### src/rtl/exe_mem_stage_reg_pkg.sv
// Shared types and defaults for the EXE/MEM pipeline register.
//   pipe_bundle_t : EXE-side instruction fields as presented to the register
//   mem_stage_t   : registered contents driven towards the memory stage
//   wait_state_e  : per-access wait watchdog states
package exe_mem_stage_reg_pkg;

  localparam int unsigned BaseAddrDefault = 1024;
  localparam int unsigned MaxWaitDefault  = 255;
  localparam int unsigned WaitWDefault    = 8;

  typedef struct packed {
    logic        wb_en;
    logic        mem_r_en;
    logic        mem_w_en;
    logic [31:0] alu_result;
    logic [31:0] st_val;
    logic [4:0]  dest;
  } pipe_bundle_t;

  typedef struct packed {
    logic        mem_read;
    logic        mem_write;
    logic        wb_en;
    logic [31:0] address;
    logic [31:0] data;
    logic [4:0]  dest;
    logic [31:0] alu_result;
  } mem_stage_t;

  typedef enum logic {StIdle, StWait} wait_state_e;

  // Word accesses only: any low address bit set is a misaligned access.
  function automatic logic is_misaligned(input logic [31:0] addr);
    return addr[1:0] != 2'b00;
  endfunction

endpackage

### src/rtl/exe_mem_stage_reg_if.sv
// EXE -> EXE/MEM register handshake bundle.
//   master : EXE stage (drives instruction fields and flush, sees exe_stall)
//   slave  : EXE/MEM register (consumes the fields, drives exe_stall)
interface exe_mem_stage_reg_if;
  logic        exe_valid;
  logic        exe_wb_en;
  logic        exe_mem_r_en;
  logic        exe_mem_w_en;
  logic [31:0] exe_alu_result;
  logic [31:0] exe_st_val;
  logic [4:0]  exe_dest;
  logic        flush;
  logic        exe_stall;

  modport master (
    output exe_valid, exe_wb_en, exe_mem_r_en, exe_mem_w_en,
    output exe_alu_result, exe_st_val, exe_dest, flush,
    input  exe_stall
  );

  modport slave (
    input  exe_valid, exe_wb_en, exe_mem_r_en, exe_mem_w_en,
    input  exe_alu_result, exe_st_val, exe_dest, flush,
    output exe_stall
  );
endinterface

### src/rtl/exe_mem_stage_reg_watchdog.sv
// mem_wait_watchdog: counts freeze cycles of one memory access and raises a
// sticky timeout once a single access has been frozen for MAX_WAIT cycles.
//   clk, rst      : clock, synchronous active-low reset
//   freeze_i      : memory stage busy
//   mem_active_i  : registered access is a load or store
//   timeout_err_o : sticky timeout flag
module mem_wait_watchdog
  import exe_mem_stage_reg_pkg::*;
#(
  parameter int unsigned MAX_WAIT = MaxWaitDefault,
  parameter int unsigned WAIT_W   = WaitWDefault
) (
  input  logic clk,
  input  logic rst,
  input  logic freeze_i,
  input  logic mem_active_i,
  output logic timeout_err_o
);

  localparam logic [WAIT_W-1:0] CntLimit = WAIT_W'(MAX_WAIT - 1);
  localparam logic [WAIT_W-1:0] CntOne   = WAIT_W'(1);

  wait_state_e       state_d, state_q;
  logic [WAIT_W-1:0] cnt_d, cnt_q;
  logic              err_d, err_q;

  always_comb begin
    state_d = state_q;
    cnt_d   = cnt_q;
    err_d   = err_q;
    unique case (state_q)
      StIdle: begin
        // The entering freeze cycle is already the first counted one.
        if (freeze_i && mem_active_i) begin
          state_d = StWait;
          cnt_d   = CntOne;
          if (MAX_WAIT == 1) err_d = 1'b1;
        end
      end
      StWait: begin
        if (!freeze_i) begin
          state_d = StIdle;
          cnt_d   = '0;
        end else begin
          if (cnt_q != '1) cnt_d = cnt_q + CntOne;
          if (cnt_q == CntLimit) err_d = 1'b1;
        end
      end
      default: state_d = StIdle;
    endcase
  end

  always_ff @(posedge clk) begin
    if (!rst) begin
      state_q <= StIdle;
      cnt_q   <= '0;
      err_q   <= 1'b0;
    end else begin
      state_q <= state_d;
      cnt_q   <= cnt_d;
      err_q   <= err_d;
    end
  end

  assign timeout_err_o = err_q;

endmodule

### src/rtl/exe_mem_stage_reg.sv
// EXE/MEM pipeline register feeding the memory stage.
//   clk, rst        : clock, synchronous active-low reset
//   exe             : EXE-side instruction fields, flush, exe_stall (slave)
//   freeze          : memory stage busy; holds all registered outputs
//   MEMread/MEMwrite, address, data : memory-stage request (address rebased)
//   mem_wb_en, mem_dest, mem_alu_result : write-back fields
//   misalign_err, timeout_err : sticky error flags
//   stall_cycles    : free-running count of frozen cycles
module exe_mem_stage_reg
  import exe_mem_stage_reg_pkg::*;
#(
  parameter int unsigned BASE_ADDR = BaseAddrDefault,
  parameter int unsigned MAX_WAIT  = MaxWaitDefault,
  parameter int unsigned WAIT_W    = WaitWDefault
) (
  input  logic                      clk,
  input  logic                      rst,
  exe_mem_stage_reg_if.slave        exe,
  input  logic                      freeze,
  output logic                      MEMread,
  output logic                      MEMwrite,
  output logic [31:0]               address,
  output logic [31:0]               data,
  output logic                      mem_wb_en,
  output logic [4:0]                mem_dest,
  output logic [31:0]               mem_alu_result,
  output logic                      misalign_err,
  output logic                      timeout_err,
  output logic [31:0]               stall_cycles
);

  pipe_bundle_t exe_b;
  logic [31:0]  exe_addr;
  logic         squash;
  logic         misalign;

  mem_stage_t   stage_d, stage_q;
  logic         pending_flush_d, pending_flush_q;
  logic         misalign_err_d, misalign_err_q;
  logic [31:0]  stall_cycles_d, stall_cycles_q;

  assign exe_b = '{wb_en:      exe.exe_wb_en,
                   mem_r_en:   exe.exe_mem_r_en,
                   mem_w_en:   exe.exe_mem_w_en,
                   alu_result: exe.exe_alu_result,
                   st_val:     exe.exe_st_val,
                   dest:       exe.exe_dest};

  assign exe_addr = exe_b.alu_result - 32'(BASE_ADDR);
  // A flush that arrived while frozen squashes the next capture instead.
  assign squash   = !exe.exe_valid || exe.flush || pending_flush_q;
  assign misalign = !squash && (exe_b.mem_r_en || exe_b.mem_w_en) && is_misaligned(exe_addr);

  always_comb begin
    stage_d         = stage_q;
    pending_flush_d = pending_flush_q;
    misalign_err_d  = misalign_err_q;
    stall_cycles_d  = stall_cycles_q;
    if (freeze) begin
      stall_cycles_d = stall_cycles_q + 32'd1;
      if (exe.flush) pending_flush_d = 1'b1;
    end else begin
      pending_flush_d = 1'b0;
      if (squash || misalign) begin
        stage_d = '0;
      end else begin
        stage_d = '{mem_read:   exe_b.mem_r_en && !exe_b.mem_w_en,
                    mem_write:  exe_b.mem_w_en,
                    wb_en:      exe_b.wb_en,
                    address:    exe_addr,
                    data:       exe_b.st_val,
                    dest:       exe_b.dest,
                    alu_result: exe_b.alu_result};
      end
      if (misalign) misalign_err_d = 1'b1;
    end
  end

  always_ff @(posedge clk) begin
    if (!rst) begin
      stage_q         <= '0;
      pending_flush_q <= 1'b0;
      misalign_err_q  <= 1'b0;
      stall_cycles_q  <= '0;
    end else begin
      stage_q         <= stage_d;
      pending_flush_q <= pending_flush_d;
      misalign_err_q  <= misalign_err_d;
      stall_cycles_q  <= stall_cycles_d;
    end
  end

  mem_wait_watchdog #(
    .MAX_WAIT (MAX_WAIT),
    .WAIT_W   (WAIT_W)
  ) u_watchdog (
    .clk           (clk),
    .rst           (rst),
    .freeze_i      (freeze),
    .mem_active_i  (stage_q.mem_read || stage_q.mem_write),
    .timeout_err_o (timeout_err)
  );

  assign exe.exe_stall    = freeze;
  assign MEMread          = stage_q.mem_read;
  assign MEMwrite         = stage_q.mem_write;
  assign address          = stage_q.address;
  assign data             = stage_q.data;
  assign mem_wb_en        = stage_q.wb_en;
  assign mem_dest         = stage_q.dest;
  assign mem_alu_result   = stage_q.alu_result;
  assign misalign_err     = misalign_err_q;
  assign stall_cycles     = stall_cycles_q;

endmodule

### src/flat_wrapper.sv
// flat-port wrapper written by rule: the top's interface ports become plain ports
module exe_mem_stage_reg_flat import exe_mem_stage_reg_pkg::*;
#(
  parameter int unsigned BASE_ADDR = BaseAddrDefault,
  parameter int unsigned MAX_WAIT  = MaxWaitDefault,
  parameter int unsigned WAIT_W    = WaitWDefault
)
  (clk, rst, freeze, MEMread, MEMwrite, address, data, mem_wb_en, mem_dest, mem_alu_result, misalign_err, timeout_err, stall_cycles, exe_exe_valid, exe_exe_wb_en, exe_exe_mem_r_en, exe_exe_mem_w_en, exe_exe_alu_result, exe_exe_st_val, exe_exe_dest, exe_flush, exe_exe_stall);
  exe_mem_stage_reg_if exe_i ();
  input  logic clk;
  input  logic rst;
  input  logic freeze;
  output logic MEMread;
  output logic MEMwrite;
  output logic [31:0] address;
  output logic [31:0] data;
  output logic mem_wb_en;
  output logic [4:0] mem_dest;
  output logic [31:0] mem_alu_result;
  output logic misalign_err;
  output logic timeout_err;
  output logic [31:0] stall_cycles;
  input wire logic [$bits(exe_i.exe_valid)-1:0] exe_exe_valid;
  input wire logic [$bits(exe_i.exe_wb_en)-1:0] exe_exe_wb_en;
  input wire logic [$bits(exe_i.exe_mem_r_en)-1:0] exe_exe_mem_r_en;
  input wire logic [$bits(exe_i.exe_mem_w_en)-1:0] exe_exe_mem_w_en;
  input wire logic [$bits(exe_i.exe_alu_result)-1:0] exe_exe_alu_result;
  input wire logic [$bits(exe_i.exe_st_val)-1:0] exe_exe_st_val;
  input wire logic [$bits(exe_i.exe_dest)-1:0] exe_exe_dest;
  input wire logic [$bits(exe_i.flush)-1:0] exe_flush;
  output wire logic [$bits(exe_i.exe_stall)-1:0] exe_exe_stall;
  assign exe_i.exe_valid = exe_exe_valid;
  assign exe_i.exe_wb_en = exe_exe_wb_en;
  assign exe_i.exe_mem_r_en = exe_exe_mem_r_en;
  assign exe_i.exe_mem_w_en = exe_exe_mem_w_en;
  assign exe_i.exe_alu_result = exe_exe_alu_result;
  assign exe_i.exe_st_val = exe_exe_st_val;
  assign exe_i.exe_dest = exe_exe_dest;
  assign exe_i.flush = exe_flush;
  assign exe_exe_stall = exe_i.exe_stall;
  exe_mem_stage_reg #(.BASE_ADDR(BASE_ADDR), .MAX_WAIT(MAX_WAIT), .WAIT_W(WAIT_W)) u_core (.clk(clk), .rst(rst), .exe(exe_i), .freeze(freeze), .MEMread(MEMread), .MEMwrite(MEMwrite), .address(address), .data(data), .mem_wb_en(mem_wb_en), .mem_dest(mem_dest), .mem_alu_result(mem_alu_result), .misalign_err(misalign_err), .timeout_err(timeout_err), .stall_cycles(stall_cycles));
endmodule
### config.mk
export PLATFORM = sky130hd
export DESIGN_NAME = exe_mem_stage_reg_flat
export DESIGN_NICKNAME = d
export VERILOG_FILES = /design/src/rtl/exe_mem_stage_reg_pkg.sv /design/src/rtl/exe_mem_stage_reg_if.sv /design/src/rtl/exe_mem_stage_reg_watchdog.sv /design/src/rtl/exe_mem_stage_reg.sv /design/src/flat_wrapper.sv
export SDC_FILE = /design/constraint.sdc
export NUM_CORES = 1
export LEC_CHECK = 0
export CAP_MARGIN = 10
export CELL_PAD_IN_SITES_DETAIL_PLACEMENT = 1
export CELL_PAD_IN_SITES_GLOBAL_PLACEMENT = 1
export CORE_ASPECT_RATIO = 1.4
export CORE_MARGIN = 4
export CORE_UTILIZATION = 34
export DETAILED_ROUTE_END_ITERATION = 10
export HOLD_SLACK_MARGIN = 0.02
export PLACE_DENSITY_LB_ADDON = 0.1
export SETUP_SLACK_MARGIN = 0.5
export SYNTH_ARGS = -nofsm -noshare
export SYNTH_HDL_FRONTEND = slang
export SYNTH_SLANG_ARGS = --single-unit
### constraint.sdc
create_clock -name clk -period 5 [get_ports clk]
set_clock_uncertainty 0.15 [all_clocks]
set_input_delay 0.75 -clock clk [delete_from_list [all_inputs] [get_ports clk]]
set_output_delay 0.75 -clock clk [all_outputs]
set_load 0.01 [all_outputs]
==> metrics.md <==
| Metric | Value |
|---|---|
| Outcome | `finished clean` |
| Crit Path Max Fanout | `15` |
| CTS tree | `done` |
| Internal power | `2.07 mW` |
| Slew headroom | `31.3%` |
| Largest cells by area after synthesis | `dfxtp_1 (51%), a22o_1 (11%), or4_1 (3.0%), nand2_1 (2.6%), o21ai_0 (2.6%)` |
| Global placement routability congestion | `0.770` |
| Starting Density | `34.7%` |
| Cell Rows | `54` |
| Fin Setup TNS | `0 ns` |
| # Post-CTS Setup Buffers | `0` |
| Initial antenna violation count | `0` |
| RSZ-0062 raised after global routing | `false` |
| DRT Wirelength | `18.4 mm` |
| Hpwl dp | `13.3 mm` |
| Startpoint types | `input port` |
| Antenna viol nets, final | `0` |
| Most numerous cell in the Yosys netlist | `dfxtp_1` |
| DRC violations left | `0` |
| Placement Cell Area | `7620 um^2` |
| Area grow syn2layout | `52.6%` |
| Netlist Area Pre-Place | `5420 um^2` |
| Max IR drop VDD | `0.227 mV` |
| Sequential area share after synthesis | `51.0%` |
| Total iterations of the first detailed-routing run | `4` |
| Largest net degree at the start of global routing | `95` |
| Final Setup Violations | `0` |
| Clk pwr share | `51.3%` |
| CP required | `4.10 ns` |
| I/O pin count | `216` |
| Clk root buf | `clkbuf_16` |
| Net count, final | `824` |
| Critical Path Sink Type | `output port` |
| Worst-Skew Late Latency | `0.41 ns` |
| Number of diodes | `0` |
| Drt wl/cell | `19.4 um` |
| Die width | `115 um` |
| Crit path kind | `in -> out` |
| Port bufs | `215` |
| Min-delay worst type | `reg -> reg` |
| Clock buffer depth | `2` |
| Core area | `15600 um^2` |
| Fin crit share | `64.9%` |
| Ys flop type | `dfxtp_1` |
| Worst-margin pin slew | `1.03 ns` |
| Top post-synthesis cells by count | `dfxtp_1 (138), a22o_1 (70), nand2_1 (38), clkbuf_1 (28), o21ai_0 (28)` |
| Psw | `0.575 mW` |
| Yosys reg bits | `138` |
| H-tree depth | `4` |
| Worst Path Arrival | `2.34 ns` |
| CTS Hold Bufs | `0` |
| Yosys top cell area share | `51.0%` |
| Overflow after GRT | `0` |
| Max Slew Vio Count | `0` |
| Max Freq | `0.308 GHz` |
| Flop pwr share | `42.4%` |
| CP Buf/Inv Count | `2` |
| Post-CTS sizing | `0` |
| GRT Overall Usage | `20.6%` |
| Total CTS buffers | `17` |
| Leak | `2.88 nW` |
| Post-synthesis async set-or-reset flop share | `0%` |
| Synthesis Warnings | `0` |
| Switching Fraction | `21.7%` |
| Yosys top cell by area | `dfxtp_1` |
| TritonCTS Sinks | `138` |
| Cells after Synth | `552` |
| CP max stage delay | `0.89 ns` |
| Hold Violations, Final | `0` |
| Most Frequent Cell on Critical Path | `clkdlybuf4s50_1` |
| Pwr dens | `321 nW/um^2` |
| Share of layout cells above drive strength 1 | `5.42%` |
| Crit path cell chain | `clkdlybuf4s50_1 -> clkdlybuf4s50_1` |
| Tmin final | `3.24 ns` |
| CP top delay family | `buffers and inverters` |
| 1st-iter DRT viols | `282` |
| Max Cap Violations | `0` |
| Drt via density | `5.41` |
| Design area | `8270 um^2` |
| Syn nets | `633` |
| CP max-delay cell | `clkdlybuf4s50_1` |
| Syn Area/Cell | `9.81 um^2` |
| Synth cell types | `50` |
| Number of synthesized flops with an enable pin | `0` |
| Vias in the first global route | `5698` |
| Combinational power share | `6.3%` |
| Via count | `5146` |
| First-pass GRT wire length | `29.4 mm` |
| Die Y | `157 um` |
| Die area | `18000 um^2` |
| Clock-pin transition on the worst setup and hold timing paths | `0.06 ns` |
cells in the final DEF (no fill, tap or decap), types with 6 or more instances in the layout:
| cell | netlist | routed |
|---|---|---|
| a21oi_1 | 25 | 25 |
| a22o_1 | 70 | 70 |
| and4_1 | 6 | 6 |
| clkbuf_16 | 0 | 17 |
| clkdlybuf4s50_1 | 0 | 215 |
| clkinv_4 | 0 | 6 |
| dfxtp_1 | 138 | 138 |
| inv_1 | 10 | 10 |
| nand2_1 | 38 | 38 |
| nand3_1 | 19 | 19 |
| nand4_1 | 14 | 14 |
| nor2_1 | 22 | 22 |
| nor3_1 | 9 | 8 |
| nor4_1 | 6 | 6 |
| o211ai_1 | 6 | 6 |
| o21ai_0 | 28 | 28 |
| o31ai_1 | 13 | 13 |
| or3_1 | 13 | 13 |
| or4_1 | 22 | 22 |
| xnor2_1 | 7 | 7 |
| xor2_1 | 15 | 15 |
layer usage:
metal	part of all wire [%]	vias up	GRT usage, %	wire, um
met5	0	-	0	0
met3	7.9	22	8.62	1450
met1	37	2534	21.2	6760
li1	-	2445	-	-
met4	1.7	0	6.68	306
met2	54	145	37.4	9920
stage by stage:
step | total power [mW] | setup slack (ns) | utilization [%] | hold slack (ns) | std cells
floorplan | 1.20 | 2.40 | - | 0.292 | 552
finish | 2.65 | 1.76 | 53.0 | 0.304 | 952
detailed placement | 1.32 | 1.42 | 48.8 | 0.297 | 920
CTS | 2.68 | 1.77 | 53.0 | 0.310 | 952
global route | 2.75 | 1.69 | 53.0 | 0.335 | 952
global placement | 1.31 | 1.46 | 48.8 | 0.284 | 920
state kept, by name, indices dropped and copies added (netlist names), 5 cells and up:
signal,cells
u_core.stall_cycles,32
u_core.mem_dest,5
u_core.mem_alu_result,32
u_core.data,32
u_core.u_watchdog.cnt_q,8
u_core.address,22
cell families (layout without fill, tap and decap cells):
logic type	after synthesis	in the layout	share of synthesized area [%]
xor gates and xnor gates	22	22	3.56
adders and majority gates	4	4	0.924
DFF	138	138	51.0
AOI/OAI and AO/OA	161	161	21.9
buffers and inverters	56	260	4.85
and+or+nand+nor	169	169	17.4
muxes	2	2	0.370
final cells by class:
cell class / instances / area [um^2]
fill: 1726 / 7340
timing repair buffer: 218 / 2170
clock buffer: 20 / 457
multi-input combinational: 358 / 2400
sequential: 138 / 2760
tap: 196 / 245
clock inverter: 12 / 189
inverter: 10 / 37.5
power by group through the flow:
stage	logic, mW	registers [mW]	clock network [mW]
floorplan	0.0513	1.15	0
global placement	0.164	1.15	0
detailed placement	0.168	1.15	0
CTS	0.169	1.12	1.39
global route	0.180	1.12	1.44
finish	0.167	1.12	1.36
final timing paths:
check / start / cells past startpoint / slack [ns] / end
setup reg to reg: u_core.stall_cycles[12] / 4 / 2.61 / u_core.stall_cycles[24]
setup / recovery: freeze / 2 / 1.76 / exe_exe_stall
hold reg to reg: u_core.misalign_err / 2 / 0.30 / u_core.misalign_err
hold / removal: u_core.misalign_err / 2 / 0.30 / u_core.misalign_err
Note: power is estimated with default switching activity, not from simulation.
